==> src/rtl/clock_disp_pkg.sv <==
// Shared constants for the 12-hour clock display: segment patterns, slot map and BCD split.
// Segment bit order is {g,f,e,d,c,b,a}.
package clock_disp_pkg;

    localparam int unsigned NUM_DIGITS = 6;

    localparam logic [6:0] SEG_0     = 7'h3F;
    localparam logic [6:0] SEG_1     = 7'h06;
    localparam logic [6:0] SEG_2     = 7'h5B;
    localparam logic [6:0] SEG_3     = 7'h4F;
    localparam logic [6:0] SEG_4     = 7'h66;
    localparam logic [6:0] SEG_5     = 7'h6D;
    localparam logic [6:0] SEG_6     = 7'h7D;
    localparam logic [6:0] SEG_7     = 7'h07;
    localparam logic [6:0] SEG_8     = 7'h7F;
    localparam logic [6:0] SEG_9     = 7'h6F;
    localparam logic [6:0] SEG_DASH  = 7'h40;
    localparam logic [6:0] SEG_BLANK = 7'h00;

    localparam logic [2:0] SLOT_HR_T  = 3'd0;
    localparam logic [2:0] SLOT_HR_U  = 3'd1;
    localparam logic [2:0] SLOT_MIN_T = 3'd2;
    localparam logic [2:0] SLOT_MIN_U = 3'd3;
    localparam logic [2:0] SLOT_SEC_T = 3'd4;
    localparam logic [2:0] SLOT_SEC_U = 3'd5;

    // Returns {tens, units}; compare chain avoids a general divider.
    function automatic logic [7:0] bin_to_bcd(input logic [5:0] v);
        logic [3:0] tens;
        logic [5:0] base;
        if (v >= 6'd60) begin
            tens = 4'd6; base = 6'd60;
        end else if (v >= 6'd50) begin
            tens = 4'd5; base = 6'd50;
        end else if (v >= 6'd40) begin
            tens = 4'd4; base = 6'd40;
        end else if (v >= 6'd30) begin
            tens = 4'd3; base = 6'd30;
        end else if (v >= 6'd20) begin
            tens = 4'd2; base = 6'd20;
        end else if (v >= 6'd10) begin
            tens = 4'd1; base = 6'd10;
        end else begin
            tens = 4'd0; base = 6'd0;
        end
        return {tens, 4'(v - base)};
    endfunction

endpackage

==> src/rtl/seg7_decode.sv <==
// Combinational BCD digit to 7-segment pattern; non-decimal codes show a dash.
module seg7_decode
    import clock_disp_pkg::*;
(
    input  logic [3:0] i_bcd,
    output logic [6:0] o_seg
);

    always_comb begin
        o_seg = SEG_DASH;
        unique case (i_bcd)
            4'd0:    o_seg = SEG_0;
            4'd1:    o_seg = SEG_1;
            4'd2:    o_seg = SEG_2;
            4'd3:    o_seg = SEG_3;
            4'd4:    o_seg = SEG_4;
            4'd5:    o_seg = SEG_5;
            4'd6:    o_seg = SEG_6;
            4'd7:    o_seg = SEG_7;
            4'd8:    o_seg = SEG_8;
            4'd9:    o_seg = SEG_9;
            default: o_seg = SEG_DASH;
        endcase
    end

endmodule

==> src/rtl/clock_12h_display_scan.sv <==
// Six-digit HH:MM:SS multiplexed 7-segment driver for a 12-hour timekeeper.
// Time is snapshotted once per frame so a frame never mixes two time values.
module clock_12h_display_scan
    import clock_disp_pkg::*;
#(
    parameter int unsigned SCAN_DIV         = 1000,
    parameter bit          SEG_ACTIVE_LOW   = 1'b0,
    parameter bit          DIGIT_ACTIVE_LOW = 1'b0
) (
    input  logic                  clk,
    input  logic                  rst_n,
    input  logic [3:0]            hours,
    input  logic [5:0]            minutes,
    input  logic [5:0]            seconds,
    input  logic                  am_pm,
    input  logic                  blank_lz,
    output logic [6:0]            seg,
    output logic                  dp,
    output logic [NUM_DIGITS-1:0] digit_en,
    output logic                  frame_done,
    output logic                  time_err
);

    localparam int unsigned    PW         = (SCAN_DIV > 1) ? $clog2(SCAN_DIV) : 1;
    localparam logic [PW-1:0]  PRESC_LAST = PW'(SCAN_DIV - 1);
    localparam logic [6:0]     SEG_INV    = {7{SEG_ACTIVE_LOW}};
    localparam logic [NUM_DIGITS-1:0] DIG_INV = {NUM_DIGITS{DIGIT_ACTIVE_LOW}};

    logic [PW-1:0] r_presc;
    logic [2:0]    r_idx;
    logic [3:0]    r_hours;
    logic [5:0]    r_min;
    logic [5:0]    r_sec;
    logic          r_pm;
    logic          r_err;
    logic          r_frame_done;
    logic [6:0]    r_seg;
    logic          r_dp;
    logic [NUM_DIGITS-1:0] r_digit_en;

    logic                  w_presc_last;
    logic                  w_snap;
    logic                  w_in_err;
    logic [7:0]            w_hr_bcd;
    logic [7:0]            w_min_bcd;
    logic [7:0]            w_sec_bcd;
    logic [3:0]            w_digit;
    logic [6:0]            w_dec_seg;
    logic [6:0]            w_seg;
    logic                  w_dp;
    logic [NUM_DIGITS-1:0] w_dig_en;

    assign w_presc_last = (r_presc == PRESC_LAST);
    assign w_snap       = w_presc_last && (r_idx == SLOT_SEC_U);
    assign w_in_err     = (hours == 4'd0) || (hours > 4'd12) ||
                          (minutes > 6'd59) || (seconds > 6'd59);

    always_ff @(posedge clk or negedge rst_n) begin
        if (!rst_n) begin
            r_presc <= '0;
            r_idx   <= SLOT_HR_T;
        end else if (w_presc_last) begin
            r_presc <= '0;
            r_idx   <= (r_idx == SLOT_SEC_U) ? SLOT_HR_T : r_idx + 3'd1;
        end else begin
            r_presc <= r_presc + PW'(1);
        end
    end

    // Reset snapshot is a valid 12:00:00 AM so the first frame is well defined.
    always_ff @(posedge clk or negedge rst_n) begin
        if (!rst_n) begin
            r_hours      <= 4'd12;
            r_min        <= 6'd0;
            r_sec        <= 6'd0;
            r_pm         <= 1'b0;
            r_err        <= 1'b0;
            r_frame_done <= 1'b0;
        end else begin
            r_frame_done <= w_snap;
            if (w_snap) begin
                r_hours <= hours;
                r_min   <= minutes;
                r_sec   <= seconds;
                r_pm    <= am_pm;
                r_err   <= w_in_err;
            end
        end
    end

    assign w_hr_bcd  = bin_to_bcd({2'b00, r_hours});
    assign w_min_bcd = bin_to_bcd(r_min);
    assign w_sec_bcd = bin_to_bcd(r_sec);

    always_comb begin
        w_digit = 4'd0;
        unique case (r_idx)
            SLOT_HR_T:  w_digit = w_hr_bcd[7:4];
            SLOT_HR_U:  w_digit = w_hr_bcd[3:0];
            SLOT_MIN_T: w_digit = w_min_bcd[7:4];
            SLOT_MIN_U: w_digit = w_min_bcd[3:0];
            SLOT_SEC_T: w_digit = w_sec_bcd[7:4];
            SLOT_SEC_U: w_digit = w_sec_bcd[3:0];
            default:    w_digit = 4'd0;
        endcase
    end

    seg7_decode u_seg7_decode (
        .i_bcd (w_digit),
        .o_seg (w_dec_seg)
    );

    // Error overrides everything, including leading-zero blanking and the PM dot.
    always_comb begin
        w_seg    = w_dec_seg;
        w_dp     = (r_idx == SLOT_SEC_U) && r_pm;
        w_dig_en = NUM_DIGITS'(1) << r_idx;
        if (r_err) begin
            w_seg = SEG_DASH;
            w_dp  = 1'b0;
        end else if ((r_idx == SLOT_HR_T) && blank_lz && (w_hr_bcd[7:4] == 4'd0)) begin
            w_seg = SEG_BLANK;
        end
    end

    always_ff @(posedge clk or negedge rst_n) begin
        if (!rst_n) begin
            r_seg      <= SEG_INV;
            r_dp       <= SEG_ACTIVE_LOW;
            r_digit_en <= DIG_INV;
        end else begin
            r_seg      <= w_seg ^ SEG_INV;
            r_dp       <= w_dp ^ SEG_ACTIVE_LOW;
            r_digit_en <= w_dig_en ^ DIG_INV;
        end
    end

    assign seg        = r_seg;
    assign dp         = r_dp;
    assign digit_en   = r_digit_en;
    assign frame_done = r_frame_done;
    assign time_err   = r_err;

endmodule

==> config.mk <==
export PLATFORM = sky130hd
export DESIGN_NAME = clock_12h_display_scan
export DESIGN_NICKNAME = d
export VERILOG_FILES = /design/src/rtl/clock_disp_pkg.sv /design/src/rtl/seg7_decode.sv /design/src/rtl/clock_12h_display_scan.sv
export SDC_FILE = /design/constraint.sdc
export NUM_CORES = 1
export LEC_CHECK = 0
export ABC_CLOCK_PERIOD_IN_PS = 5750
export CAP_MARGIN = 5
export CORE_MARGIN = 10
export CORE_UTILIZATION = 61
export CTS_BUF_LIST = sky130_fd_sc_hd__clkbuf_2 sky130_fd_sc_hd__clkbuf_4 sky130_fd_sc_hd__clkbuf_8
export CTS_CLUSTER_SIZE = 30
export DETAILED_ROUTE_END_ITERATION = 7
export HOLD_SLACK_MARGIN = 0.05
export PLACE_DENSITY_LB_ADDON = 0.1
export RECOVER_POWER = 25
export SYNTH_ARGS = -nofsm -noshare
export SYNTH_HDL_FRONTEND = slang
export SYNTH_HIERARCHICAL = 1
export SYNTH_SLANG_ARGS = --single-unit
export TNS_END_PERCENT = 50
==> constraint.sdc <==
create_clock -name clk -period 5.75 [get_ports clk]
set_clock_uncertainty 0.2 [all_clocks]
set_input_delay 1.15 -clock clk [delete_from_list [all_inputs] [get_ports clk]]
set_output_delay 1.15 -clock clk [all_outputs]
set_load 0.02 [all_outputs]
==> summary.md <==
| Metric | Value |
|---|---|
| Non-Filler Cell Area, Final | `between 3000 and 4000 µm²` |
| Remaining DRCs | `0` |
| Area enclosed by the die boundary | `~7200 µm²` |
| Number of clock sinks seen by CTS | `between 40 and 50` |
| Count of state elements after synthesis | `46` |
| Number of antenna violations at the first check in global routing | `0` |
| Post-route core utilization | `between 70% and 80%` |
| Hold slack | `0.291 ns` |
| Final nets | `approximately 310` |
| Count of cells along the worst register-to-register path | `11` |
| Synthesized instance count | `241` |
| Final number of hold-violating endpoints | `0` |
| Remaining number of nets flagged by the antenna check after routing | `0` |
| Count of filler cells inserted in the layout | `~300` |
| Detailed-route wire length per cell | `between 10 and 15 µm` |
| Failing checks | `capacitance limit, slew limit` |
| Sequential cell fraction of total power | `~55%` |
| Half-perimeter wire length of the detailed placement result | `between 3 and 4 mm` |
| Peak-usage layer in the global routing report | `met2` |
| Standard-cell row count | `23` |
| Effective utilization at floorplan | `a little under two thirds` |
| Clock Power Share | `approximately two fifths` |
| Total power consumption of the routed design | `0.597 mW` |
| Number of buffers inserted by port buffering | `35` |
| Area of the core | `about 4000 µm²` |
| Ratio of cells with drive above 1 in the final layout | `13.3%` |
| Clock buffer count from CTS | `5` |
| Total of hold buffers inserted after clock tree synthesis | `0` |
| Die extent in y | `about 85 µm` |
| CTS tree | `built` |
| Top fanout value on the critical path | `10` |
| Number of setup buffers added after CTS | `0` |
| Arrival time at the worst endpoint | `between 3 and 4 ns` |
| Post-synth ARST share | `100%` |
| Vias per cell | `5.44` |
| Chip Width | `approximately 85 µm` |
| Worst Setup EP | `seg[6]$_DFF_PN0_` |
| Transition at the pin with the smallest max-transition slack | `between 2 and 2.5 ns` |
| Count of boundary I/O pins | `36` |
| Crit-path cells | `or4b_2 -> o211ai_1 -> o31ai_1 -> ha_1 -> inv_1 -> fa_1 -> a221oi_1 -> o21ai_0 -> or2_1 -> a21o_1 -> a21o_1` |
| Vias in the first global route | `1,842` |
| Result of the run | `complete, but fails checks` |
| Mean area per synthesized cell | `around 11 µm²` |
| Endpoint class of the critical path | `flop` |
| Final antenna diode count | `0` |
| Total cell area at the placement stage | `a little under 3000 µm²` |
| Sequential cell area fraction in the yosys report | `between 40% and 50%` |
| Post-layout min period | `3.69 ns` |
| Sw frac | `20.3%` |
| Slew headroom | `-55.7%` |
| Detailed-routing iteration count for the pre-antenna-repair pass | `4` |
| Layout-stage area growth over the synthesis result | `17.8%` |
| Total count of max-transition violations in the final report | `47` |
| Setup_tns | `0 ns` |
| Leakage | `roughly 1.4 nW` |
| Largest net degree at the start of global routing | `47` |
| Most common cell on crit path | `a21o_1` |
| GRT met2 Usage | `between 20% and 30%` |
| Wire length of the first global-routing pass | `around 8.3 mm` |
| Setup-failing EPs final | `0` |
| Flop2flop setup slack | `approximately 2.1 ns` |
| VDD IR-drop max | `between 0.15 and 0.2 mV` |
| GR Layer Usage met1 | `~17%` |
| Total congestion overflow after global routing | `0` |
| Post-detailed-routing wire length | `roughly 4.7 mm` |
| Worst skew pair latency | `approximately 0.3 ns` |
| Cell with the largest stage delay on the worst path | `or4b_2` |
| CP Launch Point | `r_min[2]$_DFFE_PN0P_` |
| Most instantiated flip-flop cell in the synthesis netlist | `dfrtp_1` |
| Quantity of gates resized following cts | `0` |
| Power density over the cells | `roughly 200 nW/µm²` |
| Max-Cap Viols | `1` |
| Count of H-tree levels built during CTS | `2` |
| Endpoint of the worst register-to-register path | `seg[6]$_DFF_PN0_` |
| Post-synthesis instance area | `about 2600 µm²` |
| Clock-pin slew on the worst setup and hold paths | `around 0.080 ns` |
| Setup repair after global routing missed its margin | `no` |
| Root buffer cell | `clkbuf_8` |
| Met3 GRT Util | `a little over 5%` |
| Most frequent standard cell in the layout excluding fill and tap cells | `dfrtp_1` |
| Post-synth EDFFs | `0` |
| Critical setup path kind | `flop to flop` |
| Number of warnings printed during yosys synthesis | `6` |
| Top library cells by usage in the layout, fill and taps aside | `44 x dfrtp_1, 34 x clkdlybuf4s50_1, 19 x inv_1` |
| Combinational Power Share | `under 10%` |
| Required time worst endpoint | `roughly 5.8 ns` |
| Worst R2R Start | `r_min[2]$_DFFE_PN0P_` |
| Last weighted congestion value of the routability-driven placer | `0.838` |
| Number of DRC markers after the initial detailed-route iteration | `70` |
| Max Root-Sink Buffers | `2` |
| Fraction of the cycle the final worst path needs | `around 64%` |
| Synthesized netlist net count | `275` |
| Critical path launch point type | `flop` |
| Vias | `around 1,800` |
| Max Clock Freq | `about 270 MHz` |
| Net switching power | `between 0.1 and 0.15 mW` |
| Internal power consumption | `0.476 mW` |
| Count of unique library cells instantiated by Yosys | `52` |
| HP Class | `flop to flop` |
| Total Routing Usage GR | `between 10 and 15%` |
| Maximum cell stage delay along the critical path | `~0.65 ns` |
==> area by class of cell <==
cell class              count  area, µm²  area share (%)
repair buffers             36        348            11.4
clock buffers               6       76.3            2.51
multi-input cells         169       1290            42.4
flip-flops and latches     46       1150            38.0
well taps                  50       62.6            2.06
clock inverters             2       37.5            1.24
inverters                  19       71.3            2.35
==> through the flow <==
step / setup WS (ns) / cells
4_1_cts: 2.06 / 328
6_report: 2.06 / 328
3_5_place_dp: 2.09 / 320
5_1_grt: 1.84 / 328
2_1_floorplan: 2.42 / 241
3_3_place_gp: 2.19 / 320
==> cells in the mapped netlist, types with 7 or more instances <==
cell	instances	area share [%]
dfrtp_1	44	43
inv_1	19	2.8
nor2_1	16	2.3
nand2_1	15	2.2
ha_1	12	5.8
mux2_2	10	4.4
o21ai_0	10	1.9
mux2_4	9	5.2
nand2b_1	8	1.9
nand3_1	8	1.6
a21oi_1	7	1.4
and2_1	7	1.7
xor2_1	7	2.4
==> critical path, delay by kind of cell, from the launching register on <==
family          cells  cell delay [ns]
buf+inv             1             0.07
flops               1             0.48
fa+ha+maj           2             0.61
simple gates        2             1.03
compound gates      6             1.21
==> power by group through the flow <==
| stage | Sequential (mW) | Clock (mW) | Combinational [mW] |
|---|---|---|---|
| after CTS | 0.326 | 0.246 | 0.0314 |
| final | 0.326 | 0.241 | 0.0303 |
| after global placement | 0.332 | 0 | 0.0310 |
| after global routing | 0.326 | 0.259 | 0.0335 |
| after floorplan | 0.335 | 0 | 0.00308 |
| after detailed placement | 0.332 | 0 | 0.0314 |
==> routing by layer <==
metal  vias to the layer above  routed length, µm
met5                         -                  0
met4                         0                 57
met3                         6                273
met2                        37               2150
met1                       837               2220
li1                        905                  -
==> kinds of logic after synthesis <==
kind of cell,count (synthesis),synth area share [%]
flip-flops,46,44.7
multiplexers,20,9.99
XOR/XNOR,11,3.73
adder cells (fa/ha/maj),14,7.37
AO/OA/AOI/OAI,43,11.4
buffers and inverters,26,4.95
AND/OR/NAND/NOR,81,17.8
==> how the worst min path moves through the flow <==
stage / endpoint / slack (ns) / startpoint / cells past startpoint
3_5_place_dp: r_presc[9]$_DFF_PN0_ / 0.28 / r_presc[9]$_DFF_PN0_ / 1
5_1_grt: r_presc[9]$_DFF_PN0_ / 0.32 / r_presc[9]$_DFF_PN0_ / 1
3_3_place_gp: r_presc[9]$_DFF_PN0_ / 0.27 / r_presc[9]$_DFF_PN0_ / 1
6_report: r_presc[9]$_DFF_PN0_ / 0.29 / r_presc[9]$_DFF_PN0_ / 1
2_1_floorplan: r_presc[9]$_DFF_PN0_ / 0.25 / r_presc[9]$_DFF_PN0_ / 1
4_1_cts: r_presc[9]$_DFF_PN0_ / 0.29 / r_presc[9]$_DFF_PN0_ / 1
==> state kept, by name, summed over array words and instances, names as in the netlist <==
register / count
time_err: 1
dp: 1
r_presc: 10
seg: 7
frame_done: 1
r_idx: 3
r_hours: 4
r_sec: 6
r_pm: 1
digit_en: 6
r_min: 6
No activity file was read; power rests on OpenSTA's default activity.
